===== config.mk =====
export PLATFORM = sky130hd
export DESIGN_NAME = cwm_rx_derotator_flat
export DESIGN_NICKNAME = d
export VERILOG_FILES = /design/src/rtl/cwm_rx_derotator_if.sv /design/src/rtl/cwm_rx_derotator.sv /design/src/flat_wrapper.sv
export SDC_FILE = /design/constraint.sdc
export NUM_CORES = 2
export LEC_CHECK = 0
export CORE_MARGIN = 2
export CORE_UTILIZATION = 58
export DETAILED_ROUTE_END_ITERATION = 10
export DONT_BUFFER_PORTS = 1
export GPL_TIMING_DRIVEN = 0
export PLACE_DENSITY = 0.74
export SLEW_MARGIN = 20
export SYNTH_ARGS = -nofsm -noshare
export SYNTH_HDL_FRONTEND = slang
export SYNTH_SLANG_ARGS = --single-unit

===== constraint.sdc =====
create_clock -name clk -period 16.3 [get_ports clk]
set_input_delay 1.63 -clock clk [delete_from_list [all_inputs] [get_ports clk]]
set_output_delay 1.63 -clock clk [all_outputs]
set_load 0.02 [all_outputs]

===== src/rtl/cwm_rx_derotator_if.sv =====
`default_nettype none
// ============================================================================
// Module      : cwm_rx_derotator_if
// Description : Sample stream and phase-control bundle for the RX carrier
//               de-rotator.
//               master : driver side (RX front-end / test source)
//               slave  : de-rotator side
//   phase_load  load phase accumulator with phase_init
//   phase_init  initial phase, 0..2^PHASE_W-1 maps to 0..2*pi
//   freq_word   phase increment per accepted sample
//   in_valid    I_in/Q_in valid this cycle
//   I_in, Q_in  received complex sample (signed)
//   out_valid   I_out/Q_out valid
//   I_out,Q_out de-rotated complex sample (signed)
//   sat_pulse   1-cycle pulse: this valid output saturated
// Revision    : 1.0  initial release
// ============================================================================
interface cwm_rx_derotator_if #(
  parameter int DATA_W  = 18,
  parameter int PHASE_W = 8
);
  logic                      phase_load;
  logic        [PHASE_W-1:0] phase_init;
  logic        [PHASE_W-1:0] freq_word;
  logic                      in_valid;
  logic signed [DATA_W-1:0]  I_in;
  logic signed [DATA_W-1:0]  Q_in;
  logic                      out_valid;
  logic signed [DATA_W-1:0]  I_out;
  logic signed [DATA_W-1:0]  Q_out;
  logic                      sat_pulse;

  modport master (
    output phase_load, phase_init, freq_word, in_valid, I_in, Q_in,
    input  out_valid, I_out, Q_out, sat_pulse
  );

  modport slave (
    input  phase_load, phase_init, freq_word, in_valid, I_in, Q_in,
    output out_valid, I_out, Q_out, sat_pulse
  );
endinterface
`default_nettype wire


===== src/rtl/cwm_rx_derotator.sv =====
`default_nettype none
// ============================================================================
// Module      : cwm_rx_derotator
// Description : Receive-side carrier-phase de-rotator. Each accepted complex
//               sample is multiplied by exp(-j*theta), where theta comes from
//               a phase accumulator (initial phase plus a per-sample frequency
//               word) looked up in a 64-point quarter-wave sin/cos table.
//               Fixed 3-cycle streaming pipeline, no backpressure.
// Ports       : clk  - clock
//               rst  - asynchronous reset, active-low
//               bus  - cwm_rx_derotator_if.slave (phase control, sample in,
//                      de-rotated sample out, saturation pulse)
// Revision    : 1.0  initial release
// ============================================================================
module cwm_rx_derotator #(
  parameter int DATA_W  = 18,
  parameter int PHASE_W = 8,
  parameter int COEF_W  = 6
) (
  input  wire logic          clk,
  input  wire logic          rst,
  cwm_rx_derotator_if.slave  bus
);

  localparam int C_IDX_W = 6;                 // 64-point table
  localparam int PW      = DATA_W + COEF_W;   // product width
  localparam int SW      = PW + 1;            // sum width

  localparam logic signed [SW-1:0] C_RND = SW'(8);
  localparam logic signed [SW-1:0] C_MAX =
    {{(SW-DATA_W+1){1'b0}}, {(DATA_W-1){1'b1}}};
  localparam logic signed [SW-1:0] C_MIN =
    {{(SW-DATA_W+1){1'b1}}, {(DATA_W-1){1'b0}}};

  // First quadrant of round(16*sin(2*pi*idx/64)), idx = 0..16.
  function automatic logic signed [COEF_W-1:0] qwave(input logic [4:0] idx);
    case (idx)
      5'd0:    qwave = COEF_W'(0);
      5'd1:    qwave = COEF_W'(2);
      5'd2:    qwave = COEF_W'(3);
      5'd3:    qwave = COEF_W'(5);
      5'd4:    qwave = COEF_W'(6);
      5'd5:    qwave = COEF_W'(8);
      5'd6:    qwave = COEF_W'(9);
      5'd7:    qwave = COEF_W'(10);
      5'd8:    qwave = COEF_W'(11);
      5'd9:    qwave = COEF_W'(12);
      5'd10:   qwave = COEF_W'(13);
      5'd11:   qwave = COEF_W'(14);
      5'd12:   qwave = COEF_W'(15);
      5'd13:   qwave = COEF_W'(15);
      5'd14:   qwave = COEF_W'(16);
      5'd15:   qwave = COEF_W'(16);
      5'd16:   qwave = COEF_W'(16);
      default: qwave = COEF_W'(0);
    endcase
  endfunction

  // Phase accumulator
  logic        [PHASE_W-1:0] ph_q, ph_d;
  // Stage 1: sample and coefficients
  logic                      s1_valid_q, s1_valid_d;
  logic signed [DATA_W-1:0]  s1_re_q, s1_re_d;
  logic signed [DATA_W-1:0]  s1_im_q, s1_im_d;
  logic signed [COEF_W-1:0]  s1_cos_q, s1_cos_d;
  logic signed [COEF_W-1:0]  s1_sin_q, s1_sin_d;
  // Stage 2: products
  logic                      s2_valid_q, s2_valid_d;
  logic signed [PW-1:0]      s2_ic_q, s2_ic_d;
  logic signed [PW-1:0]      s2_qs_q, s2_qs_d;
  logic signed [PW-1:0]      s2_qc_q, s2_qc_d;
  logic signed [PW-1:0]      s2_is_q, s2_is_d;
  // Stage 3: outputs
  logic                      out_valid_q, out_valid_d;
  logic signed [DATA_W-1:0]  i_out_q, i_out_d;
  logic signed [DATA_W-1:0]  q_out_q, q_out_d;
  logic                      sat_q, sat_d;

  // Combinational helpers
  logic        [PHASE_W-1:0] ph_use;
  logic        [C_IDX_W-1:0] k;
  logic        [3:0]         r;
  logic signed [COEF_W-1:0]  t_r, t_rc;
  logic signed [COEF_W-1:0]  cos_w, sin_w;
  logic signed [SW-1:0]      sum_a, sum_b, rnd_a, rnd_b;

  always_comb begin
    ph_d        = ph_q;
    s1_valid_d  = bus.in_valid;
    s1_re_d     = s1_re_q;
    s1_im_d     = s1_im_q;
    s1_cos_d    = s1_cos_q;
    s1_sin_d    = s1_sin_q;
    s2_valid_d  = s1_valid_q;
    s2_ic_d     = s2_ic_q;
    s2_qs_d     = s2_qs_q;
    s2_qc_d     = s2_qc_q;
    s2_is_d     = s2_is_q;
    out_valid_d = s2_valid_q;
    i_out_d     = i_out_q;
    q_out_d     = q_out_q;
    sat_d       = 1'b0;

    // A load in the same cycle as a sample applies to that sample.
    ph_use = bus.phase_load ? bus.phase_init : ph_q;
    if (bus.phase_load) begin
      ph_d = bus.in_valid ? (bus.phase_init + bus.freq_word) : bus.phase_init;
    end else if (bus.in_valid) begin
      ph_d = ph_q + bus.freq_word;
    end

    // Table index is the top C_IDX_W bits of the phase.
    k    = C_IDX_W'(ph_use >> (PHASE_W - C_IDX_W));
    r    = k[3:0];
    t_r  = qwave({1'b0, r});
    t_rc = qwave(5'd16 - {1'b0, r});
    case (k[5:4])
      2'd0:    begin cos_w =  t_rc; sin_w =  t_r;  end
      2'd1:    begin cos_w = -t_r;  sin_w =  t_rc; end
      2'd2:    begin cos_w = -t_rc; sin_w = -t_r;  end
      default: begin cos_w =  t_r;  sin_w = -t_rc; end
    endcase

    if (bus.in_valid) begin
      s1_re_d  = bus.I_in;
      s1_im_d  = bus.Q_in;
      s1_cos_d = cos_w;
      s1_sin_d = sin_w;
    end

    if (s1_valid_q) begin
      s2_ic_d = PW'(s1_re_q) * PW'(s1_cos_q);
      s2_qs_d = PW'(s1_im_q) * PW'(s1_sin_q);
      s2_qc_d = PW'(s1_im_q) * PW'(s1_cos_q);
      s2_is_d = PW'(s1_re_q) * PW'(s1_sin_q);
    end

    // (I + jQ) * (cos - j*sin), rounded half toward +inf.
    sum_a = SW'(s2_ic_q) + SW'(s2_qs_q);
    sum_b = SW'(s2_qc_q) - SW'(s2_is_q);
    rnd_a = (sum_a + C_RND) >>> 4;
    rnd_b = (sum_b + C_RND) >>> 4;

    if (s2_valid_q) begin
      if (rnd_a > C_MAX) begin
        i_out_d = C_MAX[DATA_W-1:0];
        sat_d   = 1'b1;
      end else if (rnd_a < C_MIN) begin
        i_out_d = C_MIN[DATA_W-1:0];
        sat_d   = 1'b1;
      end else begin
        i_out_d = rnd_a[DATA_W-1:0];
      end
      if (rnd_b > C_MAX) begin
        q_out_d = C_MAX[DATA_W-1:0];
        sat_d   = 1'b1;
      end else if (rnd_b < C_MIN) begin
        q_out_d = C_MIN[DATA_W-1:0];
        sat_d   = 1'b1;
      end else begin
        q_out_d = rnd_b[DATA_W-1:0];
      end
    end
  end

  always_ff @(posedge clk or negedge rst) begin
    if (!rst) begin
      ph_q        <= '0;
      s1_valid_q  <= 1'b0;
      s1_re_q     <= '0;
      s1_im_q     <= '0;
      s1_cos_q    <= '0;
      s1_sin_q    <= '0;
      s2_valid_q  <= 1'b0;
      s2_ic_q     <= '0;
      s2_qs_q     <= '0;
      s2_qc_q     <= '0;
      s2_is_q     <= '0;
      out_valid_q <= 1'b0;
      i_out_q     <= '0;
      q_out_q     <= '0;
      sat_q       <= 1'b0;
    end else begin
      ph_q        <= ph_d;
      s1_valid_q  <= s1_valid_d;
      s1_re_q     <= s1_re_d;
      s1_im_q     <= s1_im_d;
      s1_cos_q    <= s1_cos_d;
      s1_sin_q    <= s1_sin_d;
      s2_valid_q  <= s2_valid_d;
      s2_ic_q     <= s2_ic_d;
      s2_qs_q     <= s2_qs_d;
      s2_qc_q     <= s2_qc_d;
      s2_is_q     <= s2_is_d;
      out_valid_q <= out_valid_d;
      i_out_q     <= i_out_d;
      q_out_q     <= q_out_d;
      sat_q       <= sat_d;
    end
  end

  assign bus.out_valid = out_valid_q;
  assign bus.I_out     = i_out_q;
  assign bus.Q_out     = q_out_q;
  assign bus.sat_pulse = sat_q;

endmodule
`default_nettype wire

===== src/flat_wrapper.sv =====
// flat-port wrapper written by rule: the top's interface ports become plain ports
module cwm_rx_derotator_flat 
#(
  parameter int DATA_W  = 18,
  parameter int PHASE_W = 8,
  parameter int COEF_W  = 6
)
  (clk, rst, bus_phase_load, bus_phase_init, bus_freq_word, bus_in_valid, bus_I_in, bus_Q_in, bus_out_valid, bus_I_out, bus_Q_out, bus_sat_pulse);
  cwm_rx_derotator_if #(.DATA_W(DATA_W), .PHASE_W(PHASE_W)) bus_i ();
  input  wire logic clk;
  input  wire logic rst;
  input wire logic [$bits(bus_i.phase_load)-1:0] bus_phase_load;
  input wire logic [$bits(bus_i.phase_init)-1:0] bus_phase_init;
  input wire logic [$bits(bus_i.freq_word)-1:0] bus_freq_word;
  input wire logic [$bits(bus_i.in_valid)-1:0] bus_in_valid;
  input wire logic [$bits(bus_i.I_in)-1:0] bus_I_in;
  input wire logic [$bits(bus_i.Q_in)-1:0] bus_Q_in;
  output wire logic [$bits(bus_i.out_valid)-1:0] bus_out_valid;
  output wire logic [$bits(bus_i.I_out)-1:0] bus_I_out;
  output wire logic [$bits(bus_i.Q_out)-1:0] bus_Q_out;
  output wire logic [$bits(bus_i.sat_pulse)-1:0] bus_sat_pulse;
  assign bus_i.phase_load = bus_phase_load;
  assign bus_i.phase_init = bus_phase_init;
  assign bus_i.freq_word = bus_freq_word;
  assign bus_i.in_valid = bus_in_valid;
  assign bus_i.I_in = bus_I_in;
  assign bus_i.Q_in = bus_Q_in;
  assign bus_out_valid = bus_i.out_valid;
  assign bus_I_out = bus_i.I_out;
  assign bus_Q_out = bus_i.Q_out;
  assign bus_sat_pulse = bus_i.sat_pulse;
  cwm_rx_derotator #(.DATA_W(DATA_W), .PHASE_W(PHASE_W), .COEF_W(COEF_W)) u_core (.clk(clk), .rst(rst), .bus(bus_i));
endmodule

==> flow_summary_export.csv <==
group,metric,value,unit
run_status,status,"completed",
grt,overflow,0,
yosys,yosysMostFrequentCell,"inv_1",
yosys,syn_nets,3380,
worst_setup_path,cp_top_family,"buffers and inverters",
clocking,cts_max_level,4,
cells_and_area,syn_to_final_growth,5.22,%
clocking,post_cts_buffers,0,
floorplanning,core-area,43300,um2
cells_and_area,final_area,26800,um2
timing,finalCriticalPeriod,6.98,ns
timing,fin_setup_tns,0,ns
floorplanning,die_x,214,um
grt,grt_first_pass_wirelength,101,mm
grt,first_global_vias,19200,
yosys,synth_cell_types,88,
clocking,cts-root-buf,"clkbuf_16",
place,hpwl,49.7,mm
yosys,syn_area,25500,um2
timing,finalSetupViolations,0,
worst_setup_path,crit_chain,"clkbuf_1, clkinv_1, clkbuf_1, nor2_1, fa_1, inv_1, fa_1, inv_1, fa_1, ha_1, ha_1, inv_1, o21bai_1, a21oi_1, o21ai_0, a21oi_1, o21ai_0, nand3_1, a31oi_1, a21oi_1, xnor2_1, mux2_2",
route,drc,0,
yosys,synth-edff-count,0,
yosys,yosys-top-cells-area,"fa_1, dfrtp_1, ha_1",
route,avgViaCountPerCell,5.79,
yosys,ys.flop_type,"dfrtp_1",
place,place_ws,9.62,ns
clocking,cts_resized,0,
clocking,clock_latency,0.52,ns
worst_setup_path,reg2reg_slack,9.32,ns
floorplanning,initial_core_util,58.9,%
place,io_buffers,0,
route,dr.pass1.iters,6,
worst_setup_path,r2r_end,"u_core.s2_ic_q[22]$_DFFE_PN0P_",
grt,grt_start_max_net_pins,193,
worst_setup_path,cp_data_arrival_time,7.37,ns
place,place.gp.congestion,0.924,
yosys,synth_top_area_cell,"fa_1",
cells_and_area,drive_gt1_share,6.98,%
cells_and_area,fin_nets,3399,
yosys,synth_top_area_share,23.4,%
timing,slew_headroom,20.8,%
floorplanning,die_area,45700,um2
worst_setup_path,crit_buf_inv,6,
route,routed_wl,63.0,mm
worst_setup_path,crit_fanout,11,
timing,worst_pin_slew,1.19,ns
worst_setup_path,slowest_stage,"clkinv_1",
clocking,cts_tree,"built",
clocking,numCtsBuffers,17,
worst_setup_path,critPathLaunchType,"flip-flop",
timing,rsz0062_at_grt,"false",
worst_setup_path,reg2reg_from,"u_core.s1_cos_q[5]$_DFFE_PN0P_",
yosys,synthCells,2732,
route,wl_per_cell,18.8,um
timing,finalWorstSetupSlack,9.32,ns
floorplanning,rows,76,
worst_setup_path,endpoint_kind,"flip-flop",
grt,gr-usage-all-layers,29.2,%
timing,skew,0.0258,ns
clocking,clockBufferDepth,2,
clocking,hold_buffers,0,
route,dr_total_vias,19400,
place,postPlaceCellArea,26200,um2
worst_setup_path,crit_cells,22,
clocking,cts.sinks,192,
timing,slew_viol_final,0,
worst_setup_path,startpoint,"u_core.s1_cos_q[5]$_DFFE_PN0P_",
cells_and_area,fill_cells,3681,
worst_setup_path,required,16.68,ns
route,postRouteAntennaNets,0,
hold_path,hold_class,"reg -> reg",
worst_setup_path,r2r_cells,22,
floorplanning,ios,94,
timing,final.period_utilization,42.8,%
route,drtIter0Drc,1233,
grt,antenna_found_initial,1,
worst_setup_path,critPathKind,"reg -> reg",
floorplanning,dieHeight,214,um
yosys,synthArstFlopShare,100,%
clocking,clk_pin_slew,0.08,ns
yosys,seq_area_frac_synth,18.8,%
worst_setup_path,cp_slowest_stage_delay,0.80,ns
yosys,synth_warnings,0,
cells_and_area,fin_util,62.0,%
worst_setup_path,crit_end,"u_core.s2_ic_q[22]$_DFFE_PN0P_",
timing,max_freq,143,MHz
timing,hold_viol_final,0,
job,maxCapViolCount,0,
yosys,yosys_register_bits,192,
yosys,synth_common_cells,"inv_1, fa_1, ha_1",
yosys,postSynthAreaPerCell,9.33,um2
## worst reg2reg max path, delay by kind of cell (launching register included)
kind / cells / cell delay (ns)
XOR/XNOR: 1 / 0.13
multiplexers: 1 / 0.26
AO/OA/AOI/OAI: 7 / 1.60
buffers and inverters: 6 / 2.20
adder cells (fa/ha/maj): 5 / 1.85
flip-flops: 1 / 0.34
AND/OR/NAND/NOR: 2 / 0.50
## through the flow
| step | hold slack (ns) | std cells |
|---|---|---|
| 6_report | 0.423 | 3350 |
| 5_1_grt | 0.433 | 3350 |
| 4_1_cts | 0.419 | 3349 |
| 3_5_place_dp | 0.412 | 3317 |
| 3_3_place_gp | 0.416 | 3317 |
| 2_1_floorplan | 0.370 | 2732 |
## worst min-delay path by stage
| stage | start | end | slack, ns | cells past startpoint |
|---|---|---|---|---|
| after global routing | u_core.out_valid_d$_DFF_PN0_ | u_core.bus.out_valid$_DFF_PN0_ | 0.43 | 0 |
| after global placement | u_core.out_valid_d$_DFF_PN0_ | u_core.bus.out_valid$_DFF_PN0_ | 0.42 | 0 |
| after CTS | u_core.out_valid_d$_DFF_PN0_ | u_core.bus.out_valid$_DFF_PN0_ | 0.42 | 0 |
| after floorplan | u_core.s1_valid_q$_DFF_PN0_ | u_core.out_valid_d$_DFF_PN0_ | 0.37 | 0 |
| final | u_core.out_valid_d$_DFF_PN0_ | u_core.bus.out_valid$_DFF_PN0_ | 0.42 | 0 |
| after detailed placement | u_core.out_valid_d$_DFF_PN0_ | u_core.bus.out_valid$_DFF_PN0_ | 0.41 | 0 |
## cell families after synthesis
family	count (synthesis)	synth area share, %
adder cells (fa/ha/maj)	592	37.8
multiplexers	116	5.40
XOR/XNOR	135	4.64
AND/OR/NAND/NOR	798	15.5
buffers and inverters	508	7.59
flip-flops	192	18.8
AO/OA/AOI/OAI	391	10.2
## registers in the layout (all words and copies together) (netlist names)
signal	cells
u_core.s2_ic_q	24
u_core.s2_is_q	24
u_core.s2_qc_q	24
u_core.s2_qs_q	24
u_core.bus.I_out	18
u_core.bus.Q_out	18
u_core.s1_im_q	18
u_core.s1_re_q	18
u_core.ph_q	8
u_core.s1_cos_q	6
u_core.s1_sin_q	6
u_core.bus.out_valid	1
u_core.bus.sat_pulse	1
u_core.out_valid_d	1
u_core.s1_valid_q	1
## layer usage
metal,part of all wire [%],track usage (%),vias to the layer above
li1,-,-,8927
met1,42,37.4,9699
met2,46,46.0,648
met3,8.1,7.97,120
met4,4.3,14.1,0
met5,0,0,-
## cell type report
type,count,area (um2),area share (%)
Sequential cell,192,4800,17.9
Inverter,384,1440,5.37
Buffer,124,495,1.85
Tap cell,585,732,2.73
Multi-Input combinational cell,2032,18800,69.9
Clock buffer,19,453,1.69
Antenna cell,1,2.50,0.00933
Clock inverter,13,143,0.532
## layout by cell type, fill, tap and decap left out, drive strengths merged, types with 11 or more instances in the layout
cell type	n
nand3	48
a21o	30
a31oi	14
dfrtp	192
and3	15
a21oi	141
mux2	99
o21bai	27
and2	202
xnor2	98
inv	391
clkbuf	133
nand2b	46
fa	298
xor2	37
o22a	17
nor3	27
nand2	267
o21ai	78
or3	11
o211ai	11
nor2	136
ha	294
mux2i	11
Power is not shown: default switching activity piles up to over one toggle a cycle in this logic, so the estimate is an artifact.
